### config.mk
export PLATFORM = sky130hd
export DESIGN_NAME = vga_sync_generator_flat
export DESIGN_NICKNAME = d
export VERILOG_FILES = /design/src/rtl/vga_sync_generator_if.sv /design/src/rtl/vga_sync_generator.sv /design/src/flat_wrapper.sv
export SDC_FILE = /design/constraint.sdc
export NUM_CORES = 1
export LEC_CHECK = 0
export ABC_CLOCK_PERIOD_IN_PS = 2500
export BUFFER_PORTS_ARGS = -buffer_cell sky130_fd_sc_hd__buf_2
export CORE_AREA = 5 5 77 79
export DETAILED_ROUTE_END_ITERATION = 8
export DIE_AREA = 0 0 82 84
export HOLD_SLACK_MARGIN = 0.1
export SYNTH_ARGS = -nofsm -noshare
export SYNTH_HDL_FRONTEND = slang
export SYNTH_SLANG_ARGS = --single-unit
### constraint.sdc
create_clock -name clock -period 2.5 [get_ports clock]
set_input_delay 0 -clock clock [delete_from_list [all_inputs] [get_ports clock]]
set_output_delay 0 -clock clock [all_outputs]
set_load 0.02 [all_outputs]
### src/rtl/vga_sync_generator_if.sv
// rtl/vga_sync_generator_if.sv - pixel strobe in, sync/blanking/coordinate outputs of the VGA timing block
interface vga_sync_generator_if;
    logic       pixel_tick;
    logic       hsync;
    logic       vsync;
    logic       video_on;
    logic [9:0] pixel_x;
    logic [9:0] pixel_y;
    logic       line_start;
    logic       frame_start;

    modport master (
        input  pixel_tick,
        output hsync,
        output vsync,
        output video_on,
        output pixel_x,
        output pixel_y,
        output line_start,
        output frame_start
    );

    modport slave (
        output pixel_tick,
        input  hsync,
        input  vsync,
        input  video_on,
        input  pixel_x,
        input  pixel_y,
        input  line_start,
        input  frame_start
    );
endinterface

### src/rtl/vga_sync_generator.sv
// rtl/vga_sync_generator.sv - 640x480@60 raster timing driven by a pixel-rate clock enable
module vga_sync_generator #(
    parameter int H_VISIBLE = 640,
    parameter int H_FRONT   = 16,
    parameter int H_SYNC    = 96,
    parameter int H_BACK    = 48,
    parameter int V_VISIBLE = 480,
    parameter int V_FRONT   = 10,
    parameter int V_SYNC    = 2,
    parameter int V_BACK    = 33,
    parameter bit SYNC_POL  = 1'b0
) (
    input  logic                 clock,
    input  logic                 reset,
    vga_sync_generator_if.master vga
);
    localparam int H_TOTAL = H_VISIBLE + H_FRONT + H_SYNC + H_BACK;
    localparam int V_TOTAL = V_VISIBLE + V_FRONT + V_SYNC + V_BACK;

    localparam logic [9:0] H_LAST     = 10'(H_TOTAL - 1);
    localparam logic [9:0] H_FRONT_AT = 10'(H_VISIBLE);
    localparam logic [9:0] H_SYNC_AT  = 10'(H_VISIBLE + H_FRONT);
    localparam logic [9:0] H_BACK_AT  = 10'(H_VISIBLE + H_FRONT + H_SYNC);
    localparam logic [9:0] V_LAST     = 10'(V_TOTAL - 1);
    localparam logic [9:0] V_FRONT_AT = 10'(V_VISIBLE);
    localparam logic [9:0] V_SYNC_AT  = 10'(V_VISIBLE + V_FRONT);
    localparam logic [9:0] V_BACK_AT  = 10'(V_VISIBLE + V_FRONT + V_SYNC);

    localparam logic [1:0] ST_VISIBLE = 2'd0;
    localparam logic [1:0] ST_FRONT   = 2'd1;
    localparam logic [1:0] ST_SYNC    = 2'd2;
    localparam logic [1:0] ST_BACK    = 2'd3;

    logic [9:0] h_count, v_count, h_next, v_next;
    logic [1:0] h_state, v_state, h_state_next, v_state_next;
    logic       h_wrap, v_wrap;
    logic       hsync_q, vsync_q, video_on_q, line_start_q, frame_start_q;

    // Phase transitions are judged on the count being entered, so the
    // registered outputs line up with the coordinates on the same edge.
    function automatic logic [1:0] phase_next(
        input logic [1:0] st,
        input logic [9:0] cnt,
        input logic [9:0] front_at,
        input logic [9:0] sync_at,
        input logic [9:0] back_at
    );
        logic [1:0] nxt;
        nxt = st;
        case (st)
            ST_VISIBLE: if (cnt == front_at) nxt = ST_FRONT;
            ST_FRONT:   if (cnt == sync_at)  nxt = ST_SYNC;
            ST_SYNC:    if (cnt == back_at)  nxt = ST_BACK;
            default:    if (cnt == 10'd0)    nxt = ST_VISIBLE;
        endcase
        return nxt;
    endfunction

    always_comb begin
        h_wrap       = (h_count == H_LAST);
        v_wrap       = h_wrap && (v_count == V_LAST);
        h_next       = h_wrap ? 10'd0 : h_count + 10'd1;
        v_next       = v_count;
        v_state_next = v_state;
        if (h_wrap) begin
            v_next       = v_wrap ? 10'd0 : v_count + 10'd1;
            v_state_next = phase_next(v_state, v_next, V_FRONT_AT, V_SYNC_AT, V_BACK_AT);
        end
        h_state_next = phase_next(h_state, h_next, H_FRONT_AT, H_SYNC_AT, H_BACK_AT);
    end

    always_ff @(posedge clock) begin
        if (reset) begin
            h_count       <= 10'd0;
            v_count       <= 10'd0;
            h_state       <= ST_VISIBLE;
            v_state       <= ST_VISIBLE;
            hsync_q       <= ~SYNC_POL;
            vsync_q       <= ~SYNC_POL;
            video_on_q    <= 1'b0;
            line_start_q  <= 1'b0;
            frame_start_q <= 1'b0;
        end else begin
            line_start_q  <= vga.pixel_tick && h_wrap;
            frame_start_q <= vga.pixel_tick && v_wrap;
            if (vga.pixel_tick) begin
                h_count    <= h_next;
                v_count    <= v_next;
                h_state    <= h_state_next;
                v_state    <= v_state_next;
                hsync_q    <= (h_state_next == ST_SYNC) ? SYNC_POL : ~SYNC_POL;
                vsync_q    <= (v_state_next == ST_SYNC) ? SYNC_POL : ~SYNC_POL;
                video_on_q <= (h_state_next == ST_VISIBLE) && (v_state_next == ST_VISIBLE);
            end
        end
    end

    assign vga.hsync       = hsync_q;
    assign vga.vsync       = vsync_q;
    assign vga.video_on    = video_on_q;
    assign vga.pixel_x     = h_count;
    assign vga.pixel_y     = v_count;
    assign vga.line_start  = line_start_q;
    assign vga.frame_start = frame_start_q;
endmodule

### src/flat_wrapper.sv
// flat-port wrapper written by rule: the top's interface ports become plain ports
module vga_sync_generator_flat 
#(
    parameter int H_VISIBLE = 640,
    parameter int H_FRONT   = 16,
    parameter int H_SYNC    = 96,
    parameter int H_BACK    = 48,
    parameter int V_VISIBLE = 480,
    parameter int V_FRONT   = 10,
    parameter int V_SYNC    = 2,
    parameter int V_BACK    = 33,
    parameter bit SYNC_POL  = 1'b0
)
  (clock, reset, vga_pixel_tick, vga_hsync, vga_vsync, vga_video_on, vga_pixel_x, vga_pixel_y, vga_line_start, vga_frame_start);
  vga_sync_generator_if vga_i ();
  input  logic clock;
  input  logic reset;
  input wire logic [$bits(vga_i.pixel_tick)-1:0] vga_pixel_tick;
  output wire logic [$bits(vga_i.hsync)-1:0] vga_hsync;
  output wire logic [$bits(vga_i.vsync)-1:0] vga_vsync;
  output wire logic [$bits(vga_i.video_on)-1:0] vga_video_on;
  output wire logic [$bits(vga_i.pixel_x)-1:0] vga_pixel_x;
  output wire logic [$bits(vga_i.pixel_y)-1:0] vga_pixel_y;
  output wire logic [$bits(vga_i.line_start)-1:0] vga_line_start;
  output wire logic [$bits(vga_i.frame_start)-1:0] vga_frame_start;
  assign vga_i.pixel_tick = vga_pixel_tick;
  assign vga_hsync = vga_i.hsync;
  assign vga_vsync = vga_i.vsync;
  assign vga_video_on = vga_i.video_on;
  assign vga_pixel_x = vga_i.pixel_x;
  assign vga_pixel_y = vga_i.pixel_y;
  assign vga_line_start = vga_i.line_start;
  assign vga_frame_start = vga_i.frame_start;
  vga_sync_generator #(.H_VISIBLE(H_VISIBLE), .H_FRONT(H_FRONT), .H_SYNC(H_SYNC), .H_BACK(H_BACK), .V_VISIBLE(V_VISIBLE), .V_FRONT(V_FRONT), .V_SYNC(V_SYNC), .V_BACK(V_BACK), .SYNC_POL(SYNC_POL)) u_core (.clock(clock), .reset(reset), .vga(vga_i));
endmodule
### Word-level counts from Yosys, hierarchy flattened

Cells that the tools add are included.

* add/subtract/negate cells: 2
* $mul: 0
* divide/modulo/power cells: 0
* order comparisons: 0
* eq/ne operators: 14
* shift operators: 0
* multiplexer cells: 15
* bitwise gates (word level): 0
* reduce and logical (&&, ||, !) cells: 11

Operators with widths (count)
* 10-bit == test, second input constant: 5
* 10-bit by 9-bit == test with 1-bit output, second input constant: 3
* 10-bit by 1-bit adder with 10-bit output, second input constant: 2
* 10-bit zero test: 2
* 10-bit 2-to-1 mux: 2
* 2-bit 2-to-1 mux: 9
* 2-bit one-hot mux with 3 select lines: 2
* 2-bit == test, second input constant: 4
* 2-bit zero test: 4
* 2-bit by 1-bit == test with 1-bit output, second input constant: 2
* 1-bit logical AND: 4
* 1-bit 2-to-1 mux: 2
* 2-bit AND reduction: 1

* register bits: 29
* bits in latches: 0
* bits in writable memories: 0
* ROM bits: 0
* input port bits: 3
* output and inout port bits: 25
* memories kept: 0

### Logic depth before layout (Yosys ltp)

Gate-level depths: netlist of run 1.

* word-level depth: 9
* depth in mapped cells: 11

### Worst setup path before layout of run 1

OpenSTA, ideal clock, no wires.

* path type: register to register
* start point: register u_core.h_count[0] (netlist: u_core.vga.pixel_x[0])
* end point: register u_core.video_on_q (netlist: u_core.vga.video_on)
* arrival: 2.565 ns
* required time: 2.412 ns
* setup slack: -0.153 ns
* cell stages (with the launch flop): 11
* buffers on the path: 2
* cell sequence: dfxtp_1 -> ha_1 -> and4_4 -> buf_6 -> and3_4 -> buf_6 -> a311o_2 -> nand3_2 -> o41a_1 -> or3b_1 -> o32ai_2

* cells in the longest elaborated chain, start to end: 9
* elaborated cells on any way between the ends: 27

Ends and longest elaborated chain
* start, declared: line vga_sync_generator.sv:34 `logic [9:0] h_count, v_count, h_next, v_next;`
* start signal, assigned: line vga_sync_generator.sv:87 `h_count <= h_next;`
* parallel branches: the longest is 8 deep, another holds 10-bit by 1-bit adder with 10-bit output
* 1-bit logical AND (*): line vga_sync_generator.sv:93 `video_on_q <= (h_state_next == ST_VISIBLE) && (v_state_next == ST_VISIBLE);`
* end signal, assigned: line vga_sync_generator.sv:93
* end, declared: line vga_sync_generator.sv:37 `logic hsync_q, vsync_q, video_on_q, line_start_q, frame_start_q;`

Every way passes the cells marked *.
A chain may end at the register's enable or synchronous reset.

### Worst setup path after layout of run 1

Same ends and word-level chain as after synthesis.

==> results by group, run 1 <==
Routing
  – Initial drt markers: 127
  – Vias per cell: 5.44
  – Via count: 1899
  – Final WL: 4.96 mm
  – ANT nets after route: 0
  – WL per Instance: 14.2 µm
  – Post-route DRC: 0
  – Drt pass-1 iters: 4

Finish
  – Layout cells sized above 1: 27.1%
  – Most frequent cells in the layout: buf_2, nor2_1, dfxtp_1
  – Post-route cell area: 2350 µm²
  – Nets: 282
  – Commonest non-fill, non-tap cell in the layout: buf_2
  – Post-synthesis to final-layout area growth: 19.6%
  – Diodes inserted: 0

Global routing
  – Largest net degree at the start of global routing: 25
  – GR Overflow Total: 0
  – Vias in the first global route: 1726
  – First-pass GRT wire length: 8.37 mm
  – Initial antenna violation count: 0
  – Global Route Usage Sum: 15.2%

Timing
  – Tmin final: 2390 ps
  – Setup TNS: 0 ps
  – Tcrit/Tclk final: 95.4%
  – Slew HR: 69.0%
  – Peak Freq: 419 MHz
  – Max-slew violations: 0
  – Slew @ Worst Pin: 465 ps
  – Final setup vio count: 0
  – Hold Worst Slack: 130 ps
  – Final hold vios: 0
  – Clk_skew: 6.86 ps
  – RSZ-0062 raised after global routing: false

Clock network
  – Latest clock arrival within the worst-skew pair: 280 ps
  – Total CTS buffers: 5
  – Clock buffer depth: 2
  – CTS sink count: 29
  – H-Tree Depth: 2
  – Root Buffer: clkbuf_8
  – CTS tree: built
  – Clk pin slew, worst setup/hold paths: 70 ps
  – Cts hold-fix bufs: 0

Setup path
  – CP Class: flop to flop
  – Required time worst endpoint: 2700 ps
  – Crit. End Element: flop
  – CP arrival: 2580 ps
  – Crit-path max FO: 6
  – Crit start category: flop

Floorplanning
  – Die X: 82 µm
  – Number of top-level pins: 28
  – Die ar.: 6890 µm²
  – Core area: 5270 µm²
  – Die height: 84 µm
  – Row cnt: 27
  – Initial Util: 37.3%

Synth
  – Post-Synthesis Cells: 245
  – Post-Syn Nets: 251
  – Top_reg_cell synth: dfxtp_1
  – Mapped Area: 1960 µm²
  – Async SR Flop Fraction: 0%
  – Syn Area/Cell: 8.01 µm²
  – Synth warn: 0
  – Top-area cell type share of the netlist area: 29.6%
  – EDFF count, synth: 0
  – Share of the yosys chip area belonging to registers: 29.6%
  – Yosys reg bits: 29
  – Largest cells by area after synthesis: dfxtp_1, o21ai_0, nor2_1
  – Post-synth cell types: 62
  – Area leader, netlist: dfxtp_1

Hold path
  – Hold WC Path Type: input pin to flop

Placement
  – IO buf count: 27
  – Area post-placement: 2200 µm²
  – Dpl hpwl: 3.57 mm
  – Routability cong.: 0.851

Pwr
  – Power per Cell Area: 414 nW/µm²
  – VDD IR-drop max: 0.248 mV
  – Pleak: 0.000889 µW

Outcome
  – Status: completed

Run
  – Max Cap Viol: 0
==> kinds of logic (layout without fill, tap and decap cells) <==
| group | after synthesis | after routing | share of synthesized area [%] |
|---|---|---|---|
| buffers and inverters | 24 | 56 | 6.44 |
| and+or+nand+nor | 106 | 106 | 30.5 |
| DFF | 29 | 29 | 29.6 |
| muxes | 5 | 5 | 2.61 |
| adders and majority gates | 3 | 3 | 1.91 |
| AOI/OAI and AO/OA | 63 | 63 | 22.3 |
| xor gates and xnor gates | 15 | 15 | 6.69 |
==> routing by layer <==
| metal | vias up | wire (µm) | track usage (%) |
|---|---|---|---|
| li1 | 970 | - | - |
| met1 | 894 | 2590 | 21.5 |
| met2 | 30 | 2120 | 22.3 |
| met3 | 5 | 178 | 3.13 |
| met4 | 0 | 68 | 5.74 |
| met5 | - | 0 | 0 |
==> stage by stage <==
step / total power, µW / utilization (%) / worst slack (ps) / std cells
after floorplan: 528 / - / 30.4 / 245
after global placement: 548 / 41.8 / 126 / 339
after detailed placement: 548 / 41.8 / 46.7 / 339
after CTS: 987 / 43.7 / 38.3 / 347
after global routing: 1010 / 44.6 / 4.63 / 349
final: 972 / 44.6 / 114 / 349
==> cell type report <==
type / count / area, µm²
clock buffers: 7 / 96.3
clock inverters: 1 / 5.00
fillers: 560 / 2920
inverters: 5 / 18.8
multi-input cells: 192 / 1290
flip-flops and latches: 29 / 592
well taps: 72 / 90.1
repair buffers: 43 / 255
==> repair_timing <==
item,4_1_cts,5_1_grt
setup endpoints to repair,0,3
gates resized for setup,0,8
buffers inserted,0,2
==> path summary, 6_finish.rpt <==
path                                                         start                                to  slack (ps)  cells after the start
worst max register to register  u_core.vga.pixel_x[0]$_SDFFE_PP0P_  u_core.vga.video_on$_SDFFE_PP0P_         110                      8
worst min register to register    u_core.vga.video_on$_SDFFE_PP0P_  u_core.vga.video_on$_SDFFE_PP0P_         520                      2
worst min-delay path                                         reset    u_core.h_state[1]$_SDFFE_PP0P_         130                      2
worst max-delay path            u_core.vga.pixel_x[0]$_SDFFE_PP0P_  u_core.vga.video_on$_SDFFE_PP0P_         110                      8
==> state kept, by name (all words and copies together) (netlist names) <==
| signal | count |
|---|---|
| u_core.vga.pixel_y | 10 |
| u_core.vga.vsync | 1 |
| u_core.vga.line_start | 1 |
| u_core.vga.frame_start | 1 |
| u_core.vga.pixel_x | 10 |
| u_core.vga.hsync | 1 |
| u_core.vga.video_on | 1 |
| u_core.v_state | 2 |
| u_core.h_state | 2 |
==> power by group <==
group | switching (µW) | total, µW | internal (µW)
Clock | 186 | 435 | 249
Combinational | 33.8 | 54.4 | 20.7
Sequential | 12.5 | 483 | 470
==> cells in the mapped netlist, types with 2 or more instances <==
cell type / instances
mux2i_1: 4
ha_1: 3
o21a_1: 3
inv_1: 5
nand2b_1: 2
and3_1: 2
nand4b_1: 2
xor2_1: 7
o31ai_1: 5
o211ai_1: 2
a21boi_0: 2
nor2_1: 25
or2_2: 2
nand3_1: 14
xnor2_1: 8
clkbuf_1: 11
nand2_1: 17
a41oi_1: 2
nor4_1: 2
buf_2: 2
nor3_1: 2
a21oi_1: 12
nor2b_1: 2
and2_1: 4
a31oi_1: 2
nand4_1: 10
buf_6: 4
o21ai_0: 19
dfxtp_1: 29
nor3b_1: 2
and4_1: 3
or3_1: 6
==> critical path, stage by stage (launching register included) <==
cell     delay [ps]
dfxtp_4         400
ha_4            170
and4_4          280
xnor2_1          70
a311o_2         420
a41o_2          270
o41a_1          130
or3b_1          380
o32ai_2         190
No activity file was read; power rests on OpenSTA's default activity.
==> run 2, diff against run 1 <==
Settings changed: CORE_AREA 5 5 77 79 to 5 5 73 75, DIE_AREA 0 0 82 84 to 0 0 78 80, PLACE_DENSITY from default to 0.65.
==> results by group, run 2 (synthesized netlist as in run 1, its figures left out) <==
Pwr
  – VDD IR-drop max: 0.293 mV (+18%)
  – Sw Share: 23.7% (-0.24 points)
  – Sequential share of power: 49.7% (about the same)
  – Net Sw Power: 230 µW (-1.1%)
  – Combinational share of power: 5.7% (about the same)
  – Clock power frac: 44.6% (about the same)
  – Internal power: 741 µW (+0.19%)
  – Power per Cell Area: 421 nW/µm² (+1.8%)
  – Pleak: 0.000876 µW (-1.5%)

Routing
  – Drt pass-1 iters: 4 (unchanged)
  – Post-route DRC: 0 (unchanged)
  – Via count: 1912 (+0.68%)
  – ANT nets after route: 0 (unchanged)
  – Final WL: 5.01 mm (+0.97%)
  – Initial drt markers: 161 (+27%)
  – WL per Instance: 15.2 µm (+7.1%)
  – Vias per cell: 5.81 (+6.8%)

Finish
  – Most frequent cells in the layout: buf_2, nor2_1, dfxtp_1
  – Nets: 280 (-0.71%)
  – # fillers: 464 (-17%)
  – Diodes inserted: 0 (unchanged)
  – Layout cells sized above 1: 25.8% (-1.3 points)
  – Post-synthesis to final-layout area growth: 17.4%
  – Commonest non-fill, non-tap cell in the layout: buf_2
  – Finished Layout Cells: 329 (-5.7%)

Global routing
  – Global Route Usage Sum: 16.3% (+1.0 points)
  – Met1 Resource Use GR: 23.7% (+2.2 points)
  – Routing usage on met3: 3.61% (+0.48 points)
  – Largest net degree at the start of global routing: 24 (-4.0%)
  – Initial antenna violation count: 0 (unchanged)
  – Vias in the first global route: 1684 (-2.4%)
  – M2 GR Usage: 23.0% (+0.62 points)
  – First-pass GRT wire length: 8.29 mm (-0.91%)
  – GRT busiest layer: met1
  – GR Overflow Total: 0 (unchanged)

Setup path
  – Crit. End Element: flop
  – Crit-path max FO: 6 (unchanged)
  – CP Class: flop to flop
  – CP peak stage delay: 420 ps (about the same)
  – Slowest-stage cell, CP: a311o_2
  – Reg2reg path depth: 8 (unchanged)
  – R2R Path Start: u_core.vga.pixel_x[0]$_SDFFE_PP0P_
  – Ordered list of cells on the worst path: ha_4 > and4_4 > xnor2_1 > a311o_2 > nor2b_2 > o221ai_2 > or3b_1 > o32ai_2
  – Crit start category: flop
  – Reg-to-reg setup timing slack: 70 ps (-40 ps)
  – CP arrival: 2610 ps (+30 ps)
  – Worst R2R End: u_core.vga.video_on$_SDFFE_PP0P_
  – Required time worst endpoint: 2690 ps (about the same)

Clock network
  – CTS tree: built
  – Clock buffer depth: 2 (unchanged)
  – Root Buffer: clkbuf_8
  – Latest clock arrival within the worst-skew pair: 280 ps (about the same)
  – Clk pin slew, worst setup/hold paths: 70 ps (about the same)
  – CTS sink count: 29 (unchanged)
  – Total CTS buffers: 5 (unchanged)
  – Cts hold-fix bufs: 0 (unchanged)
  – H-Tree Depth: 2 (unchanged)

Floorplanning
  – Die ar.: 6240 µm² (-9.4%)
  – Initial Util: 42.7% (+5.4 points)
  – Die X: 78 µm (-4.9%)
  – Core area: 4600 µm² (-13%)
  – Number of top-level pins: 28 (unchanged)
  – Die height: 80 µm (-4.8%)
  – Row cnt: 25 (-7.4%)

Timing
  – Peak Freq: 412 MHz (-1.8%)
  – Clk_skew: 8.90 ps (+2.05 ps)
  – Tmin final: 2430 ps (+43.3 ps)
  – Setup WS post-layout: 70.6 ps (-43.3 ps)
  – Slew HR: 68.5% (-0.52 points)
  – Final hold vios: 0 (unchanged)
  – Final setup vio count: 0 (unchanged)
  – Tcrit/Tclk final: 97.2% (+1.7 points)
  – Slew @ Worst Pin: 467 ps (+1.80 ps)
  – RSZ-0062 raised after global routing: true
  – Max-slew violations: 0 (unchanged)

Placement
  – IO buf count: 27 (unchanged)
  – DP Worst Slack: 41.0 ps (-5.62 ps)
  – Dpl hpwl: 3.58 mm (+0.18%)
  – Routability cong.: 0.916 (+7.7%)
  – Placed insts: 320 (-5.6%)

Outcome
  – Status: completed

Run
  – Max Cap Viol: 0 (unchanged)

Hold path
  – Worst Hold End: u_core.vga.pixel_x[9]$_SDFFE_PP0P_
  – Hold WC Path Type: input pin to flop
  – Hold_sp: reset
  – Worst hold stages: 2 (unchanged)
==> run 2: cell types whose count changed in the layout (fill, tap and decap cells not counted), sizes merged <==
cell and delta:
buf -2
==> run 2: worst max path at each step <==
stage / from / endpoint
2_1_floorplan: u_core.vga.pixel_x[2]$_SDFFE_PP0P_ / u_core.vga.video_on$_SDFFE_PP0P_
3_3_place_gp: u_core.vga.pixel_x[6]$_SDFFE_PP0P_ / u_core.vga.video_on$_SDFFE_PP0P_
3_5_place_dp: u_core.vga.pixel_x[6]$_SDFFE_PP0P_ / u_core.vga.video_on$_SDFFE_PP0P_
4_1_cts: u_core.vga.pixel_x[6]$_SDFFE_PP0P_ / u_core.vga.video_on$_SDFFE_PP0P_
5_1_grt: u_core.vga.pixel_x[0]$_SDFFE_PP0P_ / u_core.vga.video_on$_SDFFE_PP0P_
6_report: u_core.vga.pixel_x[0]$_SDFFE_PP0P_ / u_core.vga.video_on$_SDFFE_PP0P_
==> run 2: worst max-delay path: cells and delay by family, from the launching register on <==
family                   cells  cell delay, ps
XOR/XNOR                     1              80
AO/OA/AOI/OAI                3             860
AND/OR/NAND/NOR              3             830
flip-flops                   1             390
adder cells (fa/ha/maj)      1             180
==> run 2: layer usage <==
layer	vias up	wire, µm
met4	0	96
met3	13	249
met1	872	2540
met5	-	0
li1	968	-
met2	59	2120
==> run 2: per-stage QoR <==
step | utilization [%] | area [µm²] | setup TNS, ps | total power (µW) | hold slack, ps
finish | 50.1 | 2300 | 0 | 971 | 126
global route | 50.1 | 2300 | -39.2 | 1020 | 145
CTS | 49.6 | 2280 | 0 | 989 | 113
detailed placement | 47.3 | 2170 | 0 | 549 | 414
global placement | 47.3 | 2170 | 0 | 548 | 404
floorplan | - | 1980 | 0 | 528 | 91.4
==> run 2: power by group through the flow <==
stage          clock, µW  combinational, µW  sequential (µW)
2_1_floorplan          0               30.8              497
4_1_cts              451               56.2              482
6_report             433               55.8              482
5_1_grt              477               62.3              484
3_3_place_gp           0               55.6              492
3_5_place_dp           0               56.0              493
==> run 2: layout make-up <==
type | instances | area [µm²] | area share, %
Sequential cell | 29 | 591 | 25.6
Clock inverter | 1 | 5.00 | 0.217
Multi-Input combinational cell | 192 | 1290 | 55.8
Clock buffer | 7 | 96.3 | 4.18
Timing Repair Buffer | 41 | 240 | 10.4
Inverter | 5 | 18.8 | 0.814
Tap cell | 54 | 67.6 | 2.93
==> run 2: timing repair <==
action | in CTS | in global routing
resized for setup | 0 | 7
endpoints found under the setup margin | 1 | 3
buffers inserted | 1 | 0
pin swaps | 1 | 4
==> run 3, diff against run 2 <==
Settings changed: CELL_PAD_IN_SITES_DETAIL_PLACEMENT from default to 1, CELL_PAD_IN_SITES_GLOBAL_PLACEMENT from default to 2, CORE_AREA 5 5 73 75 to 5 5 87 89, DIE_AREA 0 0 78 80 to 0 0 92 94, PLACE_DENSITY 0.65 to 0.76.
==> results by group, run 3 (synthesized netlist as in run 1, its figures left out) <==
Clock network
  – Cts hold-fix bufs: 0 (unchanged)
  – CTS sink count: 29 (unchanged)
  – Total CTS buffers: 5 (unchanged)
  – Clk pin slew, worst setup/hold paths: 70 ps (about the same)
  – Root Buffer: clkbuf_8
  – Clock buffer depth: 2 (unchanged)
  – Latest clock arrival within the worst-skew pair: 290 ps (about the same)
  – H-Tree Depth: 2 (unchanged)
  – CTS tree: built

Pwr
  – Pleak: 0.000898 µW (+2.5%)
  – Power per Cell Area: 391 nW/µm² (-7.1%)
  – VDD IR-drop max: 0.159 mV (-46%)

Timing
  – Tmin final: 2380 ps (-49.1 ps)
  – Peak Freq: 420 MHz (+2.1%)
  – Clk_skew: 4.49 ps (-4.41 ps)
  – Tcrit/Tclk final: 95.2% (-2.0 points)
  – Slew HR: 67.8% (-0.67 points)
  – Final setup vio count: 0 (unchanged)
  – Max-slew violations: 0 (unchanged)
  – Setup TNS: 0 ps (unchanged)
  – Slew @ Worst Pin: 483 ps (+15.9 ps)
  – Final hold vios: 0 (unchanged)

Hold path
  – Worst hold stages: 2 (unchanged)
  – Hold WC Path Type: input pin to flop
  – Hold_sp: reset
  – Worst Hold End: u_core.vga.pixel_x[4]$_SDFFE_PP0P_

Setup path
  – Crit. End Element: flop
  – Ordered list of cells on the worst path: ha_4 > and4_4 > xnor2_1 > a311o_2 > a41o_2 > o41a_1 > or3b_1 > o32ai_2
  – R2R Path Start: u_core.vga.pixel_x[0]$_SDFFE_PP0P_
  – Crit-path max FO: 6 (unchanged)
  – CP arrival: 2590 ps (-20 ps)
  – Crit start category: flop
  – CP Class: flop to flop
  – Slowest-stage cell, CP: a311o_2
  – Reg2reg path depth: 8 (unchanged)
  – Worst R2R End: u_core.vga.video_on$_SDFFE_PP0P_
  – Reg-to-reg setup timing slack: 120 ps (+50 ps)
  – Required time worst endpoint: 2710 ps (+20 ps)
  – CP Buf/Inv Count: 0 (unchanged)
  – CP delay by family, top: compound AO/OA/AOI/OAI gates
  – CP peak stage delay: 420 ps (about the same)

Routing
  – Post-route DRC: 0 (unchanged)
  – Final WL: 5.77 mm (+15%)
  – Drt pass-1 iters: 4 (unchanged)
  – ANT nets after route: 0 (unchanged)
  – Initial drt markers: 64 (-60%)
  – WL per Instance: 16.0 µm (+5.1%)
  – Vias per cell: 5.38 (-7.4%)
  – Via count: 1943 (+1.6%)

Placement
  – Dpl hpwl: 4.27 mm (+19%)
  – IO buf count: 27 (unchanged)
  – Routability cong.: 0.854 (-6.8%)
  – Placed insts: 351 (+9.7%)

Finish
  – Commonest non-fill, non-tap cell in the layout: buf_2
  – Post-synthesis to final-layout area growth: 20.7%
  – Layout cells sized above 1: 27.0% (+1.2 points)
  – Finished Layout Cells: 361 (+9.7%)
  – Nets: 286 (+2.1%)
  – Core Util, Final: 35.5% (-15 points)
  – Most frequent cells in the layout: buf_2, nor2_1, dfxtp_1
  – Diodes inserted: 0 (unchanged)

Floorplanning
  – Initial Util: 29.4% (-13 points)
  – Die ar.: 8650 µm² (+39%)
  – Die X: 92 µm (+18%)
  – Row cnt: 30 (+20%)
  – Number of top-level pins: 28 (unchanged)
  – Core area: 6680 µm² (+45%)
  – Die height: 94 µm (+18%)

Global routing
  – First-pass GRT wire length: 9.73 mm (+17%)
  – Initial antenna violation count: 0 (unchanged)
  – GR Overflow Total: 0 (unchanged)
  – Global Route Usage Sum: 14.1% (-2.2 points)
  – Largest net degree at the start of global routing: 25 (+4.2%)
  – Vias in the first global route: 1907 (+13%)

Outcome
  – Status: completed

Run
  – Max Cap Viol: 0 (unchanged)
## run 3: cell type report
cell class | count | area (µm²)
multi-input cells | 192 | 1290
clock buffers | 6 | 72.6
inverters | 5 | 18.8
flip-flops and latches | 29 | 592
repair buffers | 47 | 285
fillers | 838 | 4310
well taps | 80 | 100
clock inverters | 2 | 10.0
## run 3: worst reg2reg max path: stages (launching register included)
cell and delay [ps]:
dfxtp_4 390, ha_4 170, and4_4 280, xnor2_1 70, a311o_2 420, a41o_2 270, o41a_1 130, or3b_1 370
o32ai_2 190
## run 3: metrics by stage
step                power [µW]  hold WS (ps)  instance area [µm²]  worst slack, ps
floorplan                  528          91.4                 1980             30.4
global placement           548           419                 2240              104
detailed placement         549           422                 2240             18.8
CTS                        947           120                 2330             43.1
global route               970           154                 2370           -0.813
finish                     927           118                 2370              120
## run 3: repair_timing
item	CTS	global route
cloned	0	0
gates resized for setup	0	7
endpoints found under the setup margin	1	3
pin swaps	1	4
setup buffers	1	1
## run 3: worst max path at each step
| stage | from | to | slack (ps) | cells after the start |
|---|---|---|---|---|
| after floorplan | u_core.vga.pixel_x[2]$_SDFFE_PP0P_ | u_core.vga.video_on$_SDFFE_PP0P_ | 30 | 10 |
| after global placement | u_core.vga.pixel_x[5]$_SDFFE_PP0P_ | u_core.vga.video_on$_SDFFE_PP0P_ | 100 | 7 |
| after detailed placement | u_core.vga.pixel_x[5]$_SDFFE_PP0P_ | u_core.vga.video_on$_SDFFE_PP0P_ | 20 | 7 |
| after CTS | u_core.vga.pixel_x[1]$_SDFFE_PP0P_ | u_core.vga.video_on$_SDFFE_PP0P_ | 40 | 8 |
| after global routing | u_core.vga.pixel_y[0]$_SDFFE_PP0P_ | u_core.vga.vsync$_SDFFE_PP1P_ | -0.8 | 8 |
| final | u_core.vga.pixel_x[0]$_SDFFE_PP0P_ | u_core.vga.video_on$_SDFFE_PP0P_ | 120 | 8 |
## run 3: layer usage
metal / track usage, % / vias up / share of wire [%]
met1: 19.5 / 932 / 51
met2: 21.4 / 27 / 44
li1: - / 975 / -
met4: 4.83 / 0 / 1.5
met3: 3.13 / 9 / 3.5
met5: 0 / - / 0
## run 3: power breakdown
part / internal (µW) / switching (µW)
registers: 470 / 11.9
clock network: 193 / 197
logic: 20.7 / 34.5
